<file path="src/rtl/axi_lite_pkg.sv">
// ============================================================================
// axi_lite_pkg : shared AXI4-Lite constants and read FSM state type
// Revision     : 1.0
// ============================================================================
`default_nettype none

package axi_lite_pkg;

  localparam int AXI_DATA_W = 32;

  localparam logic [1:0] RESP_OKAY   = 2'b00;
  localparam logic [1:0] RESP_EXOKAY = 2'b01;
  localparam logic [1:0] RESP_SLVERR = 2'b10;
  localparam logic [1:0] RESP_DECERR = 2'b11;

  typedef enum logic {
    IDLE = 1'b0,
    RESP = 1'b1
  } rd_state_t;

endpackage

`default_nettype wire

</file>
<file path="src/rtl/axi_lite_regbank.sv">
// ============================================================================
// axi_lite_regbank : NUM_REGS x 32-bit register bank, local write port
//                    and combinational read port. Revision 1.0
// ============================================================================
`default_nettype none

module axi_lite_regbank
  import axi_lite_pkg::*;
#(
  parameter int                      NUM_REGS    = 8,
  parameter logic [AXI_DATA_W-1:0]   REG_RST_VAL = '0,
  localparam int                     IDX_W       = $clog2(NUM_REGS)
) (
  input  logic                  clk_i,
  input  logic                  rst_i,
  input  logic                  wr_en_i,
  input  logic [IDX_W-1:0]      wr_idx_i,
  input  logic [AXI_DATA_W-1:0] wr_data_i,
  input  logic [IDX_W-1:0]      rd_idx_i,
  output logic [AXI_DATA_W-1:0] rd_data_o
);

  logic [AXI_DATA_W-1:0] regs_q [NUM_REGS];

  always_ff @(posedge clk_i or posedge rst_i) begin
    if (rst_i) begin
      for (int i = 0; i < NUM_REGS; i++) begin
        regs_q[i] <= REG_RST_VAL;
      end
    end else if (wr_en_i) begin
      regs_q[wr_idx_i] <= wr_data_i;
    end
  end

  // Read sees the pre-write contents during a same-edge write.
  assign rd_data_o = regs_q[rd_idx_i];

endmodule

`default_nettype wire

</file>
<file path="src/rtl/axi_lite_read_slave.sv">
// ============================================================================
// axi_lite_read_slave : AXI4-Lite AR/R responder backed by a local register
//                       bank. Revision 1.0
// ============================================================================
`default_nettype none

module axi_lite_read_slave
  import axi_lite_pkg::*;
#(
  parameter int                    ADDR_W      = 32,
  parameter int                    NUM_REGS    = 8,
  parameter logic [ADDR_W-1:0]     BASE_ADDR   = '0,
  parameter logic [AXI_DATA_W-1:0] REG_RST_VAL = '0,
  localparam int                   IDX_W       = $clog2(NUM_REGS)
) (
  input  logic                  ACLK,
  input  logic                  ARESET,
  input  logic [ADDR_W-1:0]     ARADDR,
  input  logic                  ARVALID,
  output logic                  ARREADY,
  output logic [AXI_DATA_W-1:0] RDATA,
  output logic [1:0]            RRESP,
  output logic                  RVALID,
  input  logic                  RREADY,
  input  logic                  wr_en,
  input  logic [IDX_W-1:0]      wr_idx,
  input  logic [AXI_DATA_W-1:0] wr_data,
  output logic [15:0]           rd_count
);

  localparam logic [ADDR_W-1:0] BANK_BYTES = ADDR_W'(NUM_REGS * 4);

  rd_state_t             state_q, state_d;
  logic                  arready_q, arready_d;
  logic                  rvalid_q, rvalid_d;
  logic [AXI_DATA_W-1:0] rdata_q, rdata_d;
  logic [1:0]            rresp_q, rresp_d;
  logic [15:0]           rd_count_q, rd_count_d;

  logic                  w_ar_hs;
  logic                  w_r_hs;
  logic [ADDR_W-1:0]     w_offset;
  logic                  w_misaligned;
  logic                  w_in_range;
  logic [AXI_DATA_W-1:0] w_bank_data;

  assign w_ar_hs      = ARVALID && arready_q;
  assign w_r_hs       = rvalid_q && RREADY;
  // Addresses below BASE_ADDR wrap to a large offset and fail the range test.
  assign w_offset     = ARADDR - BASE_ADDR;
  assign w_misaligned = (ARADDR[1:0] != 2'b00);
  assign w_in_range   = (w_offset < BANK_BYTES);

  axi_lite_regbank #(
    .NUM_REGS    (NUM_REGS),
    .REG_RST_VAL (REG_RST_VAL)
  ) u_regbank (
    .clk_i     (ACLK),
    .rst_i     (ARESET),
    .wr_en_i   (wr_en),
    .wr_idx_i  (wr_idx),
    .wr_data_i (wr_data),
    .rd_idx_i  (w_offset[IDX_W+1:2]),
    .rd_data_o (w_bank_data)
  );

  always_ff @(posedge ACLK or posedge ARESET) begin
    if (ARESET) begin
      state_q    <= IDLE;
      arready_q  <= 1'b0;
      rvalid_q   <= 1'b0;
      rdata_q    <= '0;
      rresp_q    <= RESP_OKAY;
      rd_count_q <= '0;
    end else begin
      state_q    <= state_d;
      arready_q  <= arready_d;
      rvalid_q   <= rvalid_d;
      rdata_q    <= rdata_d;
      rresp_q    <= rresp_d;
      rd_count_q <= rd_count_d;
    end
  end

  always_comb begin
    state_d    = state_q;
    arready_d  = arready_q;
    rvalid_d   = rvalid_q;
    rdata_d    = rdata_q;
    rresp_d    = rresp_q;
    rd_count_d = rd_count_q;
    case (state_q)
      IDLE: begin
        arready_d = 1'b1;
        if (w_ar_hs) begin
          arready_d = 1'b0;
          rvalid_d  = 1'b1;
          state_d   = RESP;
          if (w_misaligned) begin
            rresp_d = RESP_SLVERR;
            rdata_d = '0;
          end else if (!w_in_range) begin
            rresp_d = RESP_DECERR;
            rdata_d = '0;
          end else begin
            rresp_d = RESP_OKAY;
            rdata_d = w_bank_data;
          end
        end
      end
      RESP: begin
        if (w_r_hs) begin
          rvalid_d   = 1'b0;
          arready_d  = 1'b1;
          rd_count_d = rd_count_q + 16'd1;
          state_d    = IDLE;
        end
      end
    endcase
  end

  assign ARREADY  = arready_q;
  assign RVALID   = rvalid_q;
  assign RDATA    = rdata_q;
  assign RRESP    = rresp_q;
  assign rd_count = rd_count_q;

endmodule

`default_nettype wire

</file>
<file path="config.mk">
export PLATFORM = sky130hd
export DESIGN_NAME = axi_lite_read_slave
export DESIGN_NICKNAME = d
export VERILOG_FILES = /design/src/rtl/axi_lite_pkg.sv /design/src/rtl/axi_lite_regbank.sv /design/src/rtl/axi_lite_read_slave.sv
export SDC_FILE = /design/constraint.sdc
export NUM_CORES = 1
export LEC_CHECK = 0
export BUFFER_PORTS_ARGS = -buffer_cell sky130_fd_sc_hd__buf_2
export CORE_ASPECT_RATIO = 1.5
export CORE_MARGIN = 2
export CORE_UTILIZATION = 50
export DETAILED_ROUTE_END_ITERATION = 7
export HOLD_SLACK_MARGIN = 0.03
export PLACE_DENSITY = 0.69
export SYNTH_ARGS = -nofsm -noshare
export SYNTH_HDL_FRONTEND = slang
export SYNTH_SLANG_ARGS = --single-unit
</file>
<file path="constraint.sdc">
create_clock -name ACLK -period 10.3 [get_ports ACLK]
set_clock_uncertainty 0.2 [all_clocks]
set_input_delay 0.515 -clock ACLK [delete_from_list [all_inputs] [get_ports ACLK]]
set_output_delay 0.515 -clock ACLK [all_outputs]
set_load 0.005 [all_outputs]
</file>
======== Yosys cells after proc, flatten, opt, wreduce, memory -nomap -nowiden ========
Index checks and enable logic that the tools add are counted.
W data, S select, Z words.
storage, ports and cells
  bits in writable memories ............... 0
  ROM bits ................................ 0
  bits in latches ......................... 0
  word-level logic and storage cells ...... 50
  input port bits ......................... 72
  memories kept ........................... 0
  flip-flop bits (word level) ............. 309
operators by class
  reduce and logical (&&, ||, !) cells .... 7
  div/mod/pow operators ................... 0
  multiplexer cells ....................... 19
  multiply operators ...................... 0
  shift operators ......................... 0
  $lt $le $gt $ge ......................... 4
  add/sub/neg operators ................... 1
  bitwise gates (word level) .............. 3
  eq/ne operators ......................... 2
operators by type and width
  cell                     number
  $bwmux W256              1
  $mux W32                 5
  $bmux W32 S3             1
  $demux W32 S3            1
  $lt A32 B6 Y1 const B    1
  $add A16 B1 Y16 const B  1
  $ge A4 B4 Y1 const B     2
  $not A3 Y4               2
  $mux W1                  6
  $pmux W1 S2              3
  $reduce_and A2 Y1        3
  $lt A4 B1 Y1 const B     1
  $mux W2                  2
  $logic_and A1 B1 Y1      3
  $ne A2 B1 Y1 const B     1
  $ne A2 B2 Y1 const B     1
  $reduce_bool A2 Y1       1
  $not A1 Y1               1

======== Logic depth before layout (Yosys ltp) ========
  depth in word-level cells ............... 6
  gate-level depth with buffers ........... 5
  mapped depth without buffers ............ 5

======== By module ========
A second synthesis with hierarchy kept.
second synthesis, totals
  cells, all modules ...................... 828
  area total of the unflattened synthesis .. 13768.2 µm²
by module, submodules not included
  module               instances  sequential area each (µm²)  cells an instance  area an instance (µm²)
  axi_lite_regbank     1          6406.1                      666                11651.2
  axi_lite_read_slave  1          1326.3                      162                2117.0

======== Worst setup path before layout ========
Ideal clock, no wire load.
  path type ............................... input to register
  from .................................... input port wr_en
  to ...................................... register u_regbank.regs_q[160] in the netlist's numbering
  path slack .............................. 8407 ps
  cell stages on the path ................. 5
  library setup time ...................... 125 ps
  arrival time ............................ 1568 ps
  buffers on the path ..................... 2
  cell sequence ........................... buf_2 -> nand2b_4 -> nor3b_4 -> buf_6 -> mux2_2
RTL lines
  element                          RTL line                   text
  from (decl)                      axi_lite_read_slave.sv:25  input logic wr_en,
  to (signal, indexed assignment)  axi_lite_regbank.sv:31     regs_q[wr_idx_i] <= wr_data_i;
  to (decl)                        axi_lite_regbank.sv:23     logic [AXI_DATA_W-1:0] regs_q [NUM_REGS];

======== Worst setup path after layout ========
  from .................................... input port ARADDR[2]
  to ...................................... register rdata_q[26] (netlist: RDATA[26])
on the way
  word-level cells in the longest chain between the ends .. 6
  elaborated cells between the ends (all ways) .. 7
RTL lines
  element                                                RTL line                    text
  from (decl)                                            axi_lite_read_slave.sv:18   input logic [ADDR_W-1:0] ARADDR,
  branches (longest 4 deep; another with $lt A32 B6 Y1)  -
  $mux W32 (*)                                           axi_lite_read_slave.sv:102  end else if (!w_in_range) begin
  $mux W32 (*)                                           axi_lite_read_slave.sv:99   if (w_misaligned) begin
  to (signal assigned)                                   axi_lite_read_slave.sv:79   rdata_q <= rdata_d;
  to (decl)                                              axi_lite_read_slave.sv:36   logic [AXI_DATA_W-1:0] rdata_q, rdata_d;
Every way passes the cells marked *. The select of a mux whose other input is x is not followed.
A chain may end at the register's enable or synchronous reset.

==> metrics.cfg <==
[synth]
synth_cell_types=36
synth_most_common_cell=dfrtp_1
ys_seq_elements=309
syn_nets=928
synth-seq-area-share=0.5681
synth_common_cells=dfrtp_1 (309), mux2_2 (252), mux4_2 (63)
avgSynthCellArea_um2=15.92
synth.area.top_cells=dfrtp_1 (57%), mux2_2 (21%), mux4_2 (10%)
yosysWarnings=0
ys.flop_type=dfrtp_1
yosys.area.top_type=dfrtp_1
syn_area_um2=13610
synth_edf_count=0
ys_async_sr_fraction=1.000
netlist_instances=855
synth_top_area_frac=0.5681

[floorplan]
start_util=0.5035
rows=74
die_width_um=138.7
design.core.area_um2=27040
io_pins=124
fp.dieH_um=206.1
dieArea_um2=28590

[routing]
wire_per_inst_um=21.82
drt_first_pass_iters=6
ant_nets=0
finalWirelength_um=29190
drt-initial-drc-count=327
num_vias=7663
remaining_drc_errors=0
viasPerCell=5.727

[final_layout]
n_fill_cell=2158
fin_nets=1045
area_growth_pct=13.83
fin_util=0.5731
seqCellArea_um2=7732
drive_above_1_share=0.5151
multi_input_area_um2=5475
final_area_um2=15490
diodes=0

[clocking]
cts_sinks=309
cts_post_setup_buffers_inserted=0
clock_path_buffers=3
clk_latency_ns=0.55
cts.clk_slew.worst_paths_ns=0.06
root_buffer=clkbuf_16
cts_inserted_buffers=30
tritoncts=yes
hold_buffers=0
ctsResizeCount=0
htreeDepth=1

[sta]
max_freq_mhz=418.3
setup_viol=0
hold_viol=7
grt_setup_unrepaired=no
tns_ns=0
max_slew_margin=0.2967
max_slew.worst_pin.slew_ns=1.055
holdWs_ns=-0.03612
fin_crit_ns=2.391
period_share=0.2321
slew_violations=0

[outcome]
violations=negative hold slack
run_status=complete, but fails checks

[place]
port_buffers=123
gp_congestion=0.7004
dp_hpwl_um=16050
post_dp_cell_area_um2=14390

[flow_run]
max_cap_viol_count=0

[setup_path]
cpMaxStageDelayCell=buf_4
path_cells=buf_4 > buf_4 > mux4_2 > mux2i_1 > o21ai_1
end_kind=flip-flop
timing.critical_path.mode_cell=buf_4
max_stage_delay_ns=0.83
worstPathRequired_ns=10.51
crit_arrival_ns=2.60
start_kind=input port
worstRegToRegCells=6
worstSetupPathType=input port to flip-flop
crit_fanout=47

[global_routing]
grt_max_degree=149
grt_pass1_wl_um=46910
antenna_found_initial=1
gr-usage-all-layers=0.2078
overflow=0
grt_pass1_vias=8399

[power_and_ir_drop]
cellLeakagePower_nw=6.921
ir_drop_uv=160.1
powerDensity_nw_per_um2=213.4

[hold_path]
hold_class=input port to async pin

-- path summary, 6_finish.rpt --
kind | startpoint | endpoint | slack, ns
min in group ACLK | RREADY | state_q$_DFF_PP0_ | 0.07
max in group asynchronous | ARESET | u_regbank.regs_q[157]$_DFFE_PP0P_ | 8.18
hold reg to reg | rd_count[15]$_DFFE_PP0P_ | rd_count[15]$_DFFE_PP0P_ | 0.28
hold / removal | ARESET | u_regbank.regs_q[23]$_DFFE_PP0P_ | -0.04
setup / recovery | ARADDR[2] | RDATA[26]$_DFFE_PP0P_ | 7.91
setup reg to reg | state_q$_DFF_PP0_ | RRESP[1]$_DFFE_PP0P_ | 8.00
-- sequential cells by signal (all words and copies together), names as in the netlist --
signal and count:
ARREADY 1, RDATA 32, RRESP 2, RVALID 1, rd_count 16, state_q 1, u_regbank.regs_q 256
-- metrics by stage --
step	hold slack (ns)	total power, W	instances	worst slack, ns
final	-0.03612	0.003306	1338	7.909
after global routing	0.07511	0.003459	1338	7.705
after CTS	0.04887	0.003337	1338	7.872
after detailed placement	0.2743	0.002120	1282	7.291
after global placement	0.2607	0.002092	1282	7.328
after floorplan	0.2524	0.001979	855	1.041
-- critical path: cells and delay by family --
family | cells | cell delay (ns)
buffers and inverters | 2 | 1.15
multiplexers | 2 | 0.79
AO/OA/AOI/OAI | 1 | 0.08
-- final cells by class --
type / count / share of cell area
Tap cell: 342 / 0.02762
Timing Repair Buffer: 138 / 0.04716
Multi-Input combinational cell: 490 / 0.3534
Sequential cell: 309 / 0.4990
Clock buffer: 45 / 0.05927
Clock inverter: 11 / 0.01235
Inverter: 3 / 0.001211
-- cell usage in the layout (no fill, tap or decap), types with 5 or more instances in the layout --
master       n
mux2_2     252
clkbuf_1     5
bufinv_16    5
mux2i_1     32
buf_4       16
xnor2_1     13
clkbuf_8     9
dfrtp_1    309
o21ai_1     32
and3_1       5
nand3_1      6
nand2_1     48
nor4_1       6
clkbuf_16   31
buf_2      122
mux4_2      63
-- cells by family (layout without fill, tap and decap cells) --
| kind of cell | count (synthesis) | after routing | synth area share |
|---|---|---|---|
| muxes | 352 | 352 | 0.3415 |
| DFF | 309 | 309 | 0.5681 |
| and+or+nand+nor | 86 | 86 | 0.03585 |
| AOI/OAI and AO/OA | 36 | 36 | 0.01388 |
| adders and majority gates | 1 | 1 | 0.0009191 |
| buffers and inverters | 56 | 197 | 0.03015 |
| xor gates and xnor gates | 15 | 15 | 0.009652 |
-- routing by layer --
layer  track usage  vias to the layer above  wire (um)
li1              -                     3395          -
met5             0                        -         11
met2        0.3632                      166      14660
met3       0.03336                       32       1293
met1        0.2807                     4068      12860
met4       0.03932                        2        365
-- where the power goes --
group | switching (W) | internal, W | leakage, nW | total, W
clock | 0.000473 | 0.000741 | 0.547 | 0.00121
sequential | 0.000126 | 0.00145 | 3.79 | 0.00158
combinational | 0.000198 | 0.000318 | 2.58 | 0.000515
total | 0.000796 | 0.00251 | 6.92 | 0.00331
Power figures use the tool's default switching activity.
